## src/rtl/instr_fetch_unit.sv

```systemverilog
// Instruction fetch stage: one 16-bit read per fetch pulse over a
// variable-latency handshake, IR decode and a WAIT watchdog.
module instr_fetch_unit #(
  parameter int ADDR_W  = 8,
  parameter int TIMEOUT = 15
) (
  input  logic              clk,
  input  logic              rst,
  input  logic              en_fetch_pulse,
  input  logic [ADDR_W-1:0] pc,
  output logic              mem_rd_req,
  output logic [ADDR_W-1:0] mem_addr,
  input  logic [15:0]       mem_rdata,
  input  logic              mem_rvalid,
  output logic [15:0]       ir,
  output logic [3:0]        opcode,
  output logic [1:0]        rd,
  output logic [1:0]        rs,
  output logic [7:0]        imm,
  output logic              en1,
  output logic              busy,
  output logic              fetch_err,
  output logic              fetch_overrun
);

  typedef enum logic [1:0] {
    IDLE,
    REQ,
    WAIT
  } state_t;

  localparam logic [7:0] LAST = 8'(TIMEOUT - 1);

  state_t            state;
  state_t            state_nx;
  logic [7:0]        wait_cnt;
  logic [7:0]        cnt_nx;
  logic [ADDR_W-1:0] addr_nx;
  logic [15:0]       ir_nx;
  logic              en1_nx;
  logic              err_nx;
  logic              ovr_nx;

  // Next-state, capture and watchdog decisions
  always_comb begin
    state_nx = state;
    cnt_nx   = wait_cnt;
    addr_nx  = mem_addr;
    ir_nx    = ir;
    en1_nx   = 1'b0;
    err_nx   = 1'b0;
    ovr_nx   = fetch_overrun;
    unique case (state)
      IDLE: begin
        if (en_fetch_pulse) begin
          addr_nx  = pc;
          state_nx = REQ;
        end
      end
      REQ: begin
        cnt_nx   = '0;
        state_nx = WAIT;
      end
      WAIT: begin
        if (mem_rvalid) begin
          ir_nx    = mem_rdata;
          en1_nx   = 1'b1;
          state_nx = IDLE;
        end else if (wait_cnt == LAST) begin
          err_nx   = 1'b1;
          state_nx = IDLE;
        end else if (wait_cnt != 8'hFF) begin
          cnt_nx = wait_cnt + 8'd1;
        end
      end
      default: state_nx = IDLE;
    endcase
    if (en_fetch_pulse && (state != IDLE)) begin
      ovr_nx = 1'b1;
    end
  end

  // State and registered outputs
  always_ff @(posedge clk or negedge rst) begin
    if (!rst) begin
      state         <= IDLE;
      wait_cnt      <= '0;
      mem_addr      <= '0;
      ir            <= '0;
      mem_rd_req    <= 1'b0;
      busy          <= 1'b0;
      en1           <= 1'b0;
      fetch_err     <= 1'b0;
      fetch_overrun <= 1'b0;
    end else begin
      state         <= state_nx;
      wait_cnt      <= cnt_nx;
      mem_addr      <= addr_nx;
      ir            <= ir_nx;
      mem_rd_req    <= (state_nx == REQ);
      busy          <= (state_nx != IDLE);
      en1           <= en1_nx;
      fetch_err     <= err_nx;
      fetch_overrun <= ovr_nx;
    end
  end

  // IR field decode
  always_comb begin
    opcode = ir[15:12];
    rd     = ir[11:10];
    rs     = ir[9:8];
    imm    = ir[7:0];
  end

endmodule

```

## config.mk

```make
export PLATFORM = sky130hd
export DESIGN_NAME = instr_fetch_unit
export DESIGN_NICKNAME = d
export VERILOG_FILES = /design/src/rtl/instr_fetch_unit.sv
export SDC_FILE = /design/constraint.sdc
export NUM_CORES = 1
export LEC_CHECK = 0
export ABC_AREA = 1
export CORE_ASPECT_RATIO = 1.4
export CORE_MARGIN = 1
export CORE_UTILIZATION = 35
export DETAILED_ROUTE_END_ITERATION = 10
export PLACE_DENSITY = 0.67
export RECOVER_POWER = 25
export REMOVE_ABC_BUFFERS = 1
export SLEW_MARGIN = 40
export SYNTH_ARGS = -nofsm -noshare
export SYNTH_HDL_FRONTEND = slang
export SYNTH_SLANG_ARGS = --single-unit
```

## constraint.sdc

```tcl
create_clock -name clk -period 1.45 [get_ports clk]
set_input_delay 0.3625 -clock clk [delete_from_list [all_inputs] [get_ports clk]]
set_output_delay 0.3625 -clock clk [all_outputs]
set_load 0.1 [all_outputs]
```

After elaboration in Yosys (flattened, before gate mapping) --
Index checks and enable logic that the tools add are counted.
Operators by class: add/subtract/negate cells 1, $mul 0, div/mod/pow operators 0, magnitude comparators 0, equal/unequal tests 8, shift operators 0, multiplexer cells 13, bitwise gates (word level) 0, reductions and logical operators 8
Operators with widths (count):
- $mux 8 | 3
- $pmux 8 s2 | 1
- $add 8x1->8 const B | 1
- $eq 8x4->1 const B | 1
- $ne 8x8->1 const B | 1
- $mux 2 | 3
- $ne 2x2->1 const B | 3
- $pmux 2 s3 | 1
- $reduce_bool 2->1 | 3
- $mux 1 | 5
- $eq 2x1->1 const B | 2
- $reduce_and 2->1 | 2
- $reduce_and 4->1 | 1
- $eq 2x2->1 const B | 1
- $logic_not 2->1 | 1
- $logic_and 1x1->1 | 1
Word-level totals: register bits after elaboration 39, latch bits 0, bits in writable memories 0, memory bits (read-only) 0, output and inout bits 45, logic and storage cells 39, memories kept 0

Longest topological paths before layout --
depth after elaboration 5, depth in mapped cells 9, depth with buffers taken out 9

Worst setup path after synthesis --
OpenSTA, ideal clock, no wires.
kind register to output, from register ir[0], to output port ir[0], data arrival time 1.340 ns, slack -0.252 ns, stages on the path, launching flop included 2, buffers on the path 1, cell sequence dfrtp_1 -> buf_4
RTL lines:
- start, declared | RTL line 15 | output logic [15:0] ir,
- start signal, assigned | RTL line 99 | ir <= ir_nx;
No word-level cell between the ends.

Worst setup path after layout --
from register wait_cnt[0], to register wait_cnt[6]
On the way: cells in the longest elaborated chain, start to end 5, elaborated cells on any way between the ends 10
Ends and longest elaborated chain:
- start, declared | RTL line 36 | logic [7:0] wait_cnt;
- start signal, assigned | RTL line 97 | wait_cnt <= cnt_nx;
- $add 8x1->8 | RTL line 73 | cnt_nx = wait_cnt + 8'd1;
- $mux 8 | RTL line 72 | end else if (wait_cnt != 8'hFF) begin
- $mux 8 | RTL line 69 | end else if (wait_cnt == LAST) begin
- $mux 8 | RTL line 65 | if (mem_rvalid) begin
- $pmux 8 s2 | RTL line 53 | unique case (state)
Parallel ways exist; a longest one is shown, timed or not. The select of a mux whose other input is x is not followed. A chain may end at the register's enable or synchronous reset.

==> PnR_summary.wiki <==
{| class="wikitable"
! Metric !! Value
|-
| Critical path class || flip-flop to flip-flop
|-
| I/O pin count || between 70 and 80
|-
| Share of layout cells above drive strength 1 || 27.5%
|-
| Max FO, Critical Path || 8
|-
| Initial antenna violation count || 0
|-
| Initial DRT Pass Iterations || 6
|-
| Die span in y || 88.2 um
|-
| Slew at the pin with the worst max-slew slack || 0.964 ns
|-
| Area growth from synthesis to layout || 70.7%
|-
| CP Data Required Time || 1.65 ns
|-
| HPWL after detailed placement || 3240 um
|-
| Type of element capturing the critical path || flip-flop
|-
| Final count of hold timing violations || 0
|-
| Final Worst Setup Slack || 0.0521 ns
|-
| Initial cell density of the core || between 30% and 40%
|-
| Post-route ant nets || 0
|-
| Initial drt markers || 59
|-
| Overall routed net length || 4540 um
|-
| Clock net sink count || 39
|-
| Proportion of netlist area held by the largest area contributor || 52.5%
|-
| Worst Setup Slack post-DPL || -0.0658 ns
|-
| Global Route met3 Usage || 4.64%
|-
| Hold slack || 0.289 ns
|-
| Overall Global Routing Usage || 17.3%
|-
| DRC viols || 0
|-
| Count of H-tree levels built during CTS || 2
|-
| Post-layout min period || 1.40 ns
|-
| Post-CTS clock slew at the launch and capture registers of the worst setup and hold paths || around 0.080 ns
|-
| Number of CTS-inserted buffers || 5
|-
| M2 GR Usage || 29.9%
|-
| Largest net degree at the start of global routing || 40
|-
| Ranking of synthesized cells by area || dfrtp_1 (53%), nand2_1 (21%), buf_4 (6.9%)
|-
| Busiest metal layer after global routing || met2
|-
| Number of synthesized flops with an enable pin || 0
|-
| WP data arrival || 1.60 ns
|-
| Count of yosys warnings during synthesis || 0
|-
| Accumulated negative setup slack || 0 ns
|-
| Worst hold path class || input pin to async pin
|-
| Clock tree buffer depth || 2
|-
| Routability congestion estimate || 0.805
|-
| Mean area per synthesized cell || roughly 8.4 sq um
|-
| Cells after Synth || 222
|-
| Crit Reg-Reg Startpoint || wait_cnt[0]$_DFFE_PN0P_
|-
| DR vias/cell || between 4 and 5
|-
| Ys async rst share || 100%
|-
| Post-route fraction of the period consumed by the critical path || 96.4%
|-
| Result of the run || completed
|-
| Main flop type after synthesis || dfrtp_1
|-
| Cell taking the most area after synthesis || dfrtp_1
|-
| Count of port buffers added during placement || just over 70
|-
| Wire length of the first global-routing pass || 7380 um
|-
| Worst slew slack as a fraction of its limit || 35.7%
|-
| List of most frequent post-synthesis cells || nand2_1 (103), dfrtp_1 (39), buf_4 (17), nor2_1 (16), nand3_1 (14)
|-
| Post-synthesis sequential area ratio || 52.5%
|-
| Grt met1 use || 20.1%
|-
| Distinct cell type count after synthesis || 21
|-
| Number of hold-repair buffers added at the cts stage || 0
|-
| Total inserted antenna cells || 0
|-
| Launching element type of the critical path || flip-flop
|-
| Number of filler instances in the final layout || 411
|-
| Clock tree from TritonCTS || built
|-
| Post-synthesis sequential element count || 39
|-
| Most common cell in the netlist || nand2_1
|-
| Number of global-route vias before repair || 1,619
|-
| Crit path launch || wait_cnt[0]$_DFFE_PN0P_
|-
| Post-route core utilization || 61.5%
|-
| Die span in x || 63.6 um
|-
| Overflow after GRT || 0
|-
| Final Slew Violations || 0
|-
| Die Area || 0.00561 sq mm
|-
| Synthesized cell area || 0.00186 sq mm
|-
| Max Fclk || 0.715 GHz
|-
| Buffer cell driving the clock tree root || clkbuf_8
|-
| Floorplan core area || 0.00516 sq mm
|-
| Setup Skew || 0.00641 ns
|-
| Final setup violating endpoints || 0
|-
| Max cap viols || 0
|-
| Nets || 324
|-
| Number of cell rows || 31
|-
| Later-pin clock latency in the skew report || 0.30 ns
|-
| Routed via count || 1,625
|-
| Average detailed-routed wire length per instance || 12.6 um
|}
[worst paths after layout]
kind | endpoint | cells after the start | slack [ns]
min in group clk | mem_addr[1]$_DFFE_PN0P_ | 2 | 0.55
worst max-delay path | wait_cnt[6]$_DFFE_PN0P_ | 8 | 0.05
worst min-delay path | wait_cnt[4]$_DFFE_PN0P_ | 2 | 0.29
worst min register to register | mem_addr[1]$_DFFE_PN0P_ | 2 | 0.55
worst max register to register | wait_cnt[6]$_DFFE_PN0P_ | 8 | 0.05
max in group asynchronous | ir[14]$_DFFE_PN0P_ | 2 | 0.56
[flip-flops by register name, summed over array words and instances, names as in the netlist]
register / cells
mem_addr: 8
mem_rd_req: 1
en1: 1
ir: 16
fetch_err: 1
fetch_overrun: 1
busy: 1
wait_cnt: 8
state: 2
[layer usage]
metal	share of wire, %	vias to the layer above
met3	5.3	6
li1	-	809
met1	41	757
met4	1.7	0
met2	52	53
met5	0	-
[worst max-delay path, cell delays in order (launching register included)]
cell	delay, ns
dfrtp_1	0.42
inv_1	0.10
ha_1	0.14
nand3_1	0.08
nor2_2	0.17
o21bai_4	0.08
buf_4	0.17
nand3_1	0.08
nand2_1	0.05
[through the flow]
stage                     cell area, sq um  std cells
after floorplan                       1710        203
after detailed placement              3030        348
after global placement                3030        348
after global routing                  3170        361
after CTS                             3150        356
final                                 3170        361
[final cells by class]
cell class | instances | area (sq um) | share of cell area (%)
Multi-Input combinational cell | 153 | 702 | 22.1
Tap cell | 66 | 82.6 | 2.60
Clock inverter | 2 | 35.0 | 1.10
Inverter | 12 | 47.5 | 1.50
Timing Repair Buffer | 83 | 1250 | 39.3
Sequential cell | 39 | 976 | 30.8
Clock buffer | 6 | 82.6 | 2.60
[cells in the final DEF (no fill, tap or decap), drive strengths merged]
cell type,Yosys,final
a21oi,3,3
buf,19,56
bufinv,0,1
clkbuf,0,7
clkdlybuf4s50,0,26
clkinv,1,2
dfrtp,39,39
ha,2,2
inv,11,11
nand2,106,107
nand3,14,14
nor2,21,21
nor3,1,1
o21ai,3,3
o21bai,2,2
[logic make-up (layout without fill, tap and decap cells)]
family                     Yosys count  in the layout  share of synthesized area [%]
buffers and inverters               31            103                           10.3
AOI/OAI and AO/OA                    8              8                           3.03
DFF                                 39             39                           52.5
and+or+nand+nor                    142            143                           32.8
adders and majority gates            2              2                           1.35
[repair_timing]
action | CTS | global route
resized for setup | 0 | 2
endpoints found under the setup margin | 0 | 8
buffers inserted | 0 | 4
Power is not shown: default switching activity piles up to over one toggle a cycle in this logic, so the estimate is an artifact.
